===== src/rtl/overlay_pkg.sv =====
// Shared definitions for the crest overlay path.
// Holds the animation state encoding, the emblem bounding box shared with the
// emblem generator, the animation timing constants and a saturating row
// advance used by both wipe directions.
package overlay_pkg;

    typedef enum logic [2:0] {
        ST_IDLE     = 3'd0,
        ST_WIPE_IN  = 3'd1,
        ST_HOLD     = 3'd2,
        ST_BLINK    = 3'd3,
        ST_WIPE_OUT = 3'd4
    } seq_state_t;

    // Emblem bounding box (X1/Y1 are one past the last column/row).
    localparam logic [9:0] EMB_X0 = 10'd256;
    localparam logic [9:0] EMB_X1 = 10'd384;
    localparam logic [9:0] EMB_Y0 = 10'd144;
    localparam logic [9:0] EMB_Y1 = 10'd320;

    localparam logic [9:0] WIPE_STEP     = 10'd4;
    localparam int         HOLD_FRAMES   = 120;
    localparam int         BLINK_FRAMES  = 15;
    localparam int         BLINK_TOGGLES = 6;

    // Wide enough for the larger of the HOLD and BLINK reload values.
    localparam int TIMER_W = 7;

    localparam logic [5:0] RGB_BLACK = 6'b000000;

    // Advance a wipe line by step, computed at 11 bits and clamped to lim so
    // the 10-bit line never wraps.
    function automatic logic [9:0] wipe_advance(input logic [9:0] wy,
                                                input logic [9:0] step,
                                                input logic [9:0] lim);
        logic [10:0] sum;
        sum = {1'b0, wy} + {1'b0, step};
        return (sum >= {1'b0, lim}) ? lim : sum[9:0];
    endfunction

endpackage


===== src/rtl/frame_timer.sv =====
// Loadable down-counter stepped once per frame.
// Ports:
//   clk, rst  - pixel clock, async active-high reset (count clears to 0)
//   load      - load load_val this clk (wins over dec)
//   load_val  - reload value
//   dec       - decrement this clk (held at 0 once reached)
//   cnt       - current count
//   zero      - cnt == 0
module frame_timer #(
    parameter int W = 7
) (
    input  logic         clk,
    input  logic         rst,
    input  logic         load,
    input  logic [W-1:0] load_val,
    input  logic         dec,
    output logic [W-1:0] cnt,
    output logic         zero
);

    always_ff @(posedge clk or posedge rst) begin
        if (rst) begin
            cnt <= '0;
        end else if (load) begin
            cnt <= load_val;
        end else if (dec && (cnt != '0)) begin
            cnt <= cnt - 1'b1;
        end
    end

    assign zero = (cnt == '0);

endmodule


===== src/rtl/emblem_sequencer.sv =====
// Frame-synchronous animation controller for the crest overlay.
// On a trigger it runs the emblem through wipe-in, hold, blink and wipe-out by
// gating the generator's per-pixel draw/rgb; the gated pixel is registered.
// Ports:
//   clk, rst       - pixel clock, async active-high reset
//   frame_start    - 1-clk pulse on the first clk of vertical blank
//   trigger        - 1-clk pulse, start or extend the animation
//   x, y, active   - raster position and visible-area flag (x is not used)
//   emb_draw/rgb   - generator draw flag and colour for (x,y)
//   ovl_draw/rgb   - gated pixel, 1 clk after the inputs (rgb 0 when not drawn)
//   busy           - animation running (state != IDLE)
//   seq_state      - current state encoding
//
// Pulse semantics: trigger and frame_start are single-clk strobes with no
// back-pressure. A trigger is remembered in a pending flag until the next
// frame_start; a trigger coincident with frame_start counts for that frame.
// All state and counter changes happen only on frame_start clks, so the
// visible frame never tears.
module emblem_sequencer
    import overlay_pkg::*;
(
    input  logic       clk,
    input  logic       rst,
    input  logic       frame_start,
    input  logic       trigger,
    input  logic [9:0] x,
    input  logic [9:0] y,
    input  logic       active,
    input  logic       emb_draw,
    input  logic [5:0] emb_rgb,
    output logic       ovl_draw,
    output logic [5:0] ovl_rgb,
    output logic       busy,
    output logic [2:0] seq_state
);

    localparam logic [TIMER_W-1:0] HOLD_LOAD  = TIMER_W'(HOLD_FRAMES - 1);
    localparam logic [TIMER_W-1:0] BLINK_LOAD = TIMER_W'(BLINK_FRAMES - 1);
    localparam logic [2:0]         LAST_TOG   = 3'(BLINK_TOGGLES - 1);

    seq_state_t         state;
    logic [9:0]         wipe_y;
    logic [2:0]         tog_cnt;
    logic               vis;
    logic               pend;
    logic               go;
    logic [9:0]         nxt_y;
    logic               t_load;
    logic [TIMER_W-1:0] t_val;
    logic               t_dec;
    logic [TIMER_W-1:0] frame_cnt;
    logic               t_zero;
    logic               show;
    logic               unused_x;

    assign unused_x = ^x;
    assign go       = pend | trigger;
    assign nxt_y    = wipe_advance(wipe_y, WIPE_STEP, EMB_Y1);

    // Timer control: the one counter serves HOLD and BLINK durations.
    always_comb begin
        t_load = 1'b0;
        t_val  = HOLD_LOAD;
        t_dec  = 1'b0;
        if (frame_start) begin
            case (state)
                ST_WIPE_IN: t_load = (nxt_y == EMB_Y1);
                ST_HOLD, ST_BLINK: begin
                    if (go) begin
                        t_load = 1'b1;
                    end else if (t_zero) begin
                        t_load = 1'b1;
                        t_val  = BLINK_LOAD;
                    end else begin
                        t_dec = 1'b1;
                    end
                end
                default: ;
            endcase
        end
    end

    frame_timer #(.W(TIMER_W)) u_timer (
        .clk      (clk),
        .rst      (rst),
        .load     (t_load),
        .load_val (t_val),
        .dec      (t_dec),
        .cnt      (frame_cnt),
        .zero     (t_zero)
    );

    always_ff @(posedge clk or posedge rst) begin
        if (rst) begin
            state   <= ST_IDLE;
            wipe_y  <= EMB_Y0;
            tog_cnt <= '0;
            vis     <= 1'b1;
            pend    <= 1'b0;
        end else if (frame_start) begin
            pend <= 1'b0;
            case (state)
                ST_IDLE: begin
                    if (go) begin
                        state  <= ST_WIPE_IN;
                        wipe_y <= EMB_Y0;
                    end
                end
                ST_WIPE_IN: begin
                    wipe_y <= nxt_y;
                    if (nxt_y == EMB_Y1) state <= ST_HOLD;
                end
                ST_HOLD: begin
                    if (!go && t_zero) begin
                        state   <= ST_BLINK;
                        tog_cnt <= '0;
                    end
                end
                ST_BLINK: begin
                    if (go) begin
                        state <= ST_HOLD;
                        vis   <= 1'b1;
                    end else if (t_zero) begin
                        if (tog_cnt == LAST_TOG) begin
                            state   <= ST_WIPE_OUT;
                            vis     <= 1'b1;
                            wipe_y  <= EMB_Y0;
                            tog_cnt <= '0;
                        end else begin
                            vis     <= ~vis;
                            tog_cnt <= tog_cnt + 1'b1;
                        end
                    end
                end
                ST_WIPE_OUT: begin
                    // A retrigger reverses the wipe from the current line.
                    wipe_y <= nxt_y;
                    if (go) begin
                        state <= ST_WIPE_IN;
                    end else if (nxt_y == EMB_Y1) begin
                        state <= ST_IDLE;
                    end
                end
                default: state <= ST_IDLE;
            endcase
        end else if (trigger) begin
            pend <= 1'b1;
        end
    end

    // WIPE_IN/HOLD/BLINK reveal rows above the wipe line; WIPE_OUT keeps rows
    // at or below it.
    always_comb begin
        show = 1'b0;
        case (state)
            ST_WIPE_IN, ST_HOLD, ST_BLINK:
                show = active & emb_draw & vis & (y < wipe_y);
            ST_WIPE_OUT:
                show = active & emb_draw & (y >= wipe_y);
            default: show = 1'b0;
        endcase
    end

    always_ff @(posedge clk or posedge rst) begin
        if (rst) begin
            ovl_draw <= 1'b0;
            ovl_rgb  <= RGB_BLACK;
        end else begin
            ovl_draw <= show;
            ovl_rgb  <= show ? emb_rgb : RGB_BLACK;
        end
    end

    assign busy      = (state != ST_IDLE);
    assign seq_state = state;

endmodule


===== config.mk =====
export PLATFORM = sky130hd
export DESIGN_NAME = emblem_sequencer
export DESIGN_NICKNAME = d
export VERILOG_FILES = /design/src/rtl/overlay_pkg.sv /design/src/rtl/frame_timer.sv /design/src/rtl/emblem_sequencer.sv
export SDC_FILE = /design/constraint.sdc
export NUM_CORES = 1
export LEC_CHECK = 0
export ABC_AREA = 1
export CAP_MARGIN = 20
export CORE_MARGIN = 2
export CORE_UTILIZATION = 48
export CTS_BUF_LIST = sky130_fd_sc_hd__clkbuf_4
export DETAILED_ROUTE_END_ITERATION = 16
export PLACE_DENSITY = 0.81
export SYNTH_ARGS = -nofsm -noshare
export SYNTH_HDL_FRONTEND = slang
export SYNTH_SLANG_ARGS = --single-unit

===== constraint.sdc =====
create_clock -name clk -period 1.6 [get_ports clk]
set_input_delay 0.32 -clock clk [delete_from_list [all_inputs] [get_ports clk]]
set_output_delay 0.32 -clock clk [all_outputs]
set_load 0.005 [all_outputs]

==> flow_summary.ini <==
[run_status]
outcome = complete, but fails checks
violations = setup timing

[routing]
wl_um = 6900
vias_per_cell = 5.71
post_drt_wl_per_cell_um = 16.8
route.vias.total = 2342
drtIter0Drc = 202
firstDrtPassIters = 5
final_antenna_net_count = 0
drc = 0

[worst_setup_path]
crit_path_start_kind = flip-flop
critPathRequiredTime_ns = 1.84
worstPathMaxFanout = 7
path_class = reg -> reg
regToRegStartpoint = wipe_y[3]
timing.critical_path.to_type = flip-flop
arrival_ns = 1.96
crit_path_start = wipe_y[3]

[cts]
numCtsBuffers = 5
cts_root_buf = clkbuf_4
clockBufferDepth = 2
tritoncts = done
clk_pin_slew_ns = 0.13
numClockSinks = 32
clock_latency_ns = 0.36
htreeDepth = 2

[floorplanning]
ioPinCount = 43
rows = 24
start_util = 0.492
die_h_um = 70.6
core-area_mm2 = 0.00432
die_w_um = 70.6
die_area_mm2 = 0.00498

[finish]
fin_area_mm2 = 0.00330
area_growth_pct = 55.1
finalNonFillerCells = 410
fill_cells = 268
nets = 402
insertedDiodeCount = 0
drive_above_1_share = 0.419

[pwr]
leakagePower_nw = 1.59
p_int_mw = 2.62
ir_worst_vdd_mv = 1.10
p_per_area_mw_per_mm2 = 1420
swShare = 0.440
p_seq_frac = 0.251
pwr-share-clk = 0.138
combPwrFrac = 0.611
switchingPower_mw = 2.06

[global_routing]
antenna_found_initial = 0
grt_pass1_wl_um = 8910
grt_max_degree = 33
gr-total-overflow = 0
grt_pass1_vias = 2082
grtUsageTotal = 0.227

[worst_hold_path]
hp-class = in -> async

[timing]
finClkSkew_ns = 0.0218
timing.final.crit_share = 1.07
relSlewSlack = 0.753
max_freq_mhz = 583
min_period_ns = 1.72
fin_setup_tns_ns = -0.966
rsz0062_at_grt = yes
slew_viol_final = 0
tightest_slew_ns = 0.367
setup_viol = 18
whs_ns = 0.279
finalHoldViolCount = 0
final.setup.worst_slack_ns = -0.116

[place]
placedInstanceArea_mm2 = 0.00272
dp_hpwl_um = 3600
dp_slack_ns = -0.427
numPortBuffers = 32
dp.cells = 381
place_congestion = 0.890

[synthesis]
post-synth-top-area-cell = dfrtp_1
yosysMostFrequentCell = nand2_1
synth_area_leaders = dfrtp_1, nand2_1, ha_1
async_reset_ff_frac = 1.00
mappedNetlistNets = 316
synth_cells = 271
ys.flop_type = dfrtp_1
synth_area_mm2 = 0.00213
synth_commonest_cells = nand2_1, inv_1, dfrtp_1, nand3_1, nor2_1
synth_top_area_frac = 0.341
seq_area_frac_synth = 0.378
yosys_warnings = 0
yosysUniqueCellTypes = 34
ys_seq_elements = 32
avgSynthCellArea_um2 = 7.84
synth-edff-count = 0

[run]
maxCapViolCount = 0
## worst paths after layout
path	slack (ns)	cells past startpoint	to
hold / removal	0.28	3	wipe_y[0]
setup / recovery	-0.12	10	ovl_rgb[5]
max in group asynchronous	1.07	3	vis
hold reg to reg	0.50	1	wipe_y[1]
min in group clk	0.50	1	wipe_y[1]
setup reg to reg	-0.12	10	ovl_rgb[5]
## per-layer routing
layer	vias to the layer above	global-route usage	share of wire
met5	-	0	0
met4	0	0.0901	0.039
met3	29	0.0470	0.068
met2	148	0.398	0.51
met1	1109	0.273	0.38
li1	1056	-	-
## cell usage in the layout, fill, tap and decap left out, types with 4 or more instances in the layout
cell              n
xor2_1            6
nand3_1          16
clkdlybuf4s50_1  29
o21ai_1           7
ha_1              8
buf_4            38
nand2_1          51
ha_4              4
inv_2            11
nand4_1           7
inv_1            27
dfrtp_1          27
nand2_2          15
o21ai_0           4
buf_6             7
a21oi_2           4
nand3_2          15
clkbuf_4          5
a21boi_2          6
nor2_1            9
nand2_4           9
nor2_4           10
## flip-flops by register name, indices dropped and copies added (netlist names)
signal and flops:
pend 1, wipe_y 10, u_timer.cnt 7, seq_state 3, ovl_draw 1, vis 1, tog_cnt 3, ovl_rgb 6
## metrics by stage
stage / total power, mW / utilization
final: 4.69 / 0.763
after global routing: 4.97 / 0.763
after detailed placement: 3.04 / 0.628
after CTS: 3.95 / 0.684
after floorplan: 2.37 / -
after global placement: 2.97 / 0.628
## layout make-up
class                   instances  area, um2  share of cell area
repair buffers                 79        717               0.217
well taps                      52       65.1              0.0197
clock buffers                   5       37.5              0.0114
flip-flops and latches         32        807               0.245
clock inverters                 3       42.5              0.0129
multi-input cells             199       1470               0.446
inverters                      40        158              0.0478
## critical path, stage by stage, from the launching register on
cell      delay (ns)
dfrtp_1         0.43
inv_1           0.09
ha_1            0.30
nand2_2         0.08
nand2_1         0.08
a21oi_2         0.17
nand2_1         0.08
nand2_1         0.09
nand2_2         0.07
nand2_4         0.11
a21boi_1        0.07
## power by group through the flow
stage	Clock [mW]	Sequential [mW]	Combinational [mW]
CTS	0.647	1.15	2.15
global route	0.679	1.20	3.10
global placement	0	1.17	1.80
floorplan	0	1.19	1.18
detailed placement	0	1.18	1.86
finish	0.645	1.18	2.86
## kinds of logic (layout without fill, tap and decap cells)
family	Yosys count	in the layout	synth area share
xor+xnor	7	7	0.0288
compound gates	36	36	0.109
simple gates	142	143	0.330
fa+ha+maj	13	13	0.0765
flops	32	32	0.378
buf+inv	41	127	0.0771
## repair_timing
action                                  in CTS  in global routing
hold buffers                                 0                  0
cloned                                       0                  1
resized for setup                           36                 64
pin swaps                                   17                 27
endpoints found under the setup margin      24                 31
buffers inserted                             9                 12
Power figures use the tool's default switching activity.
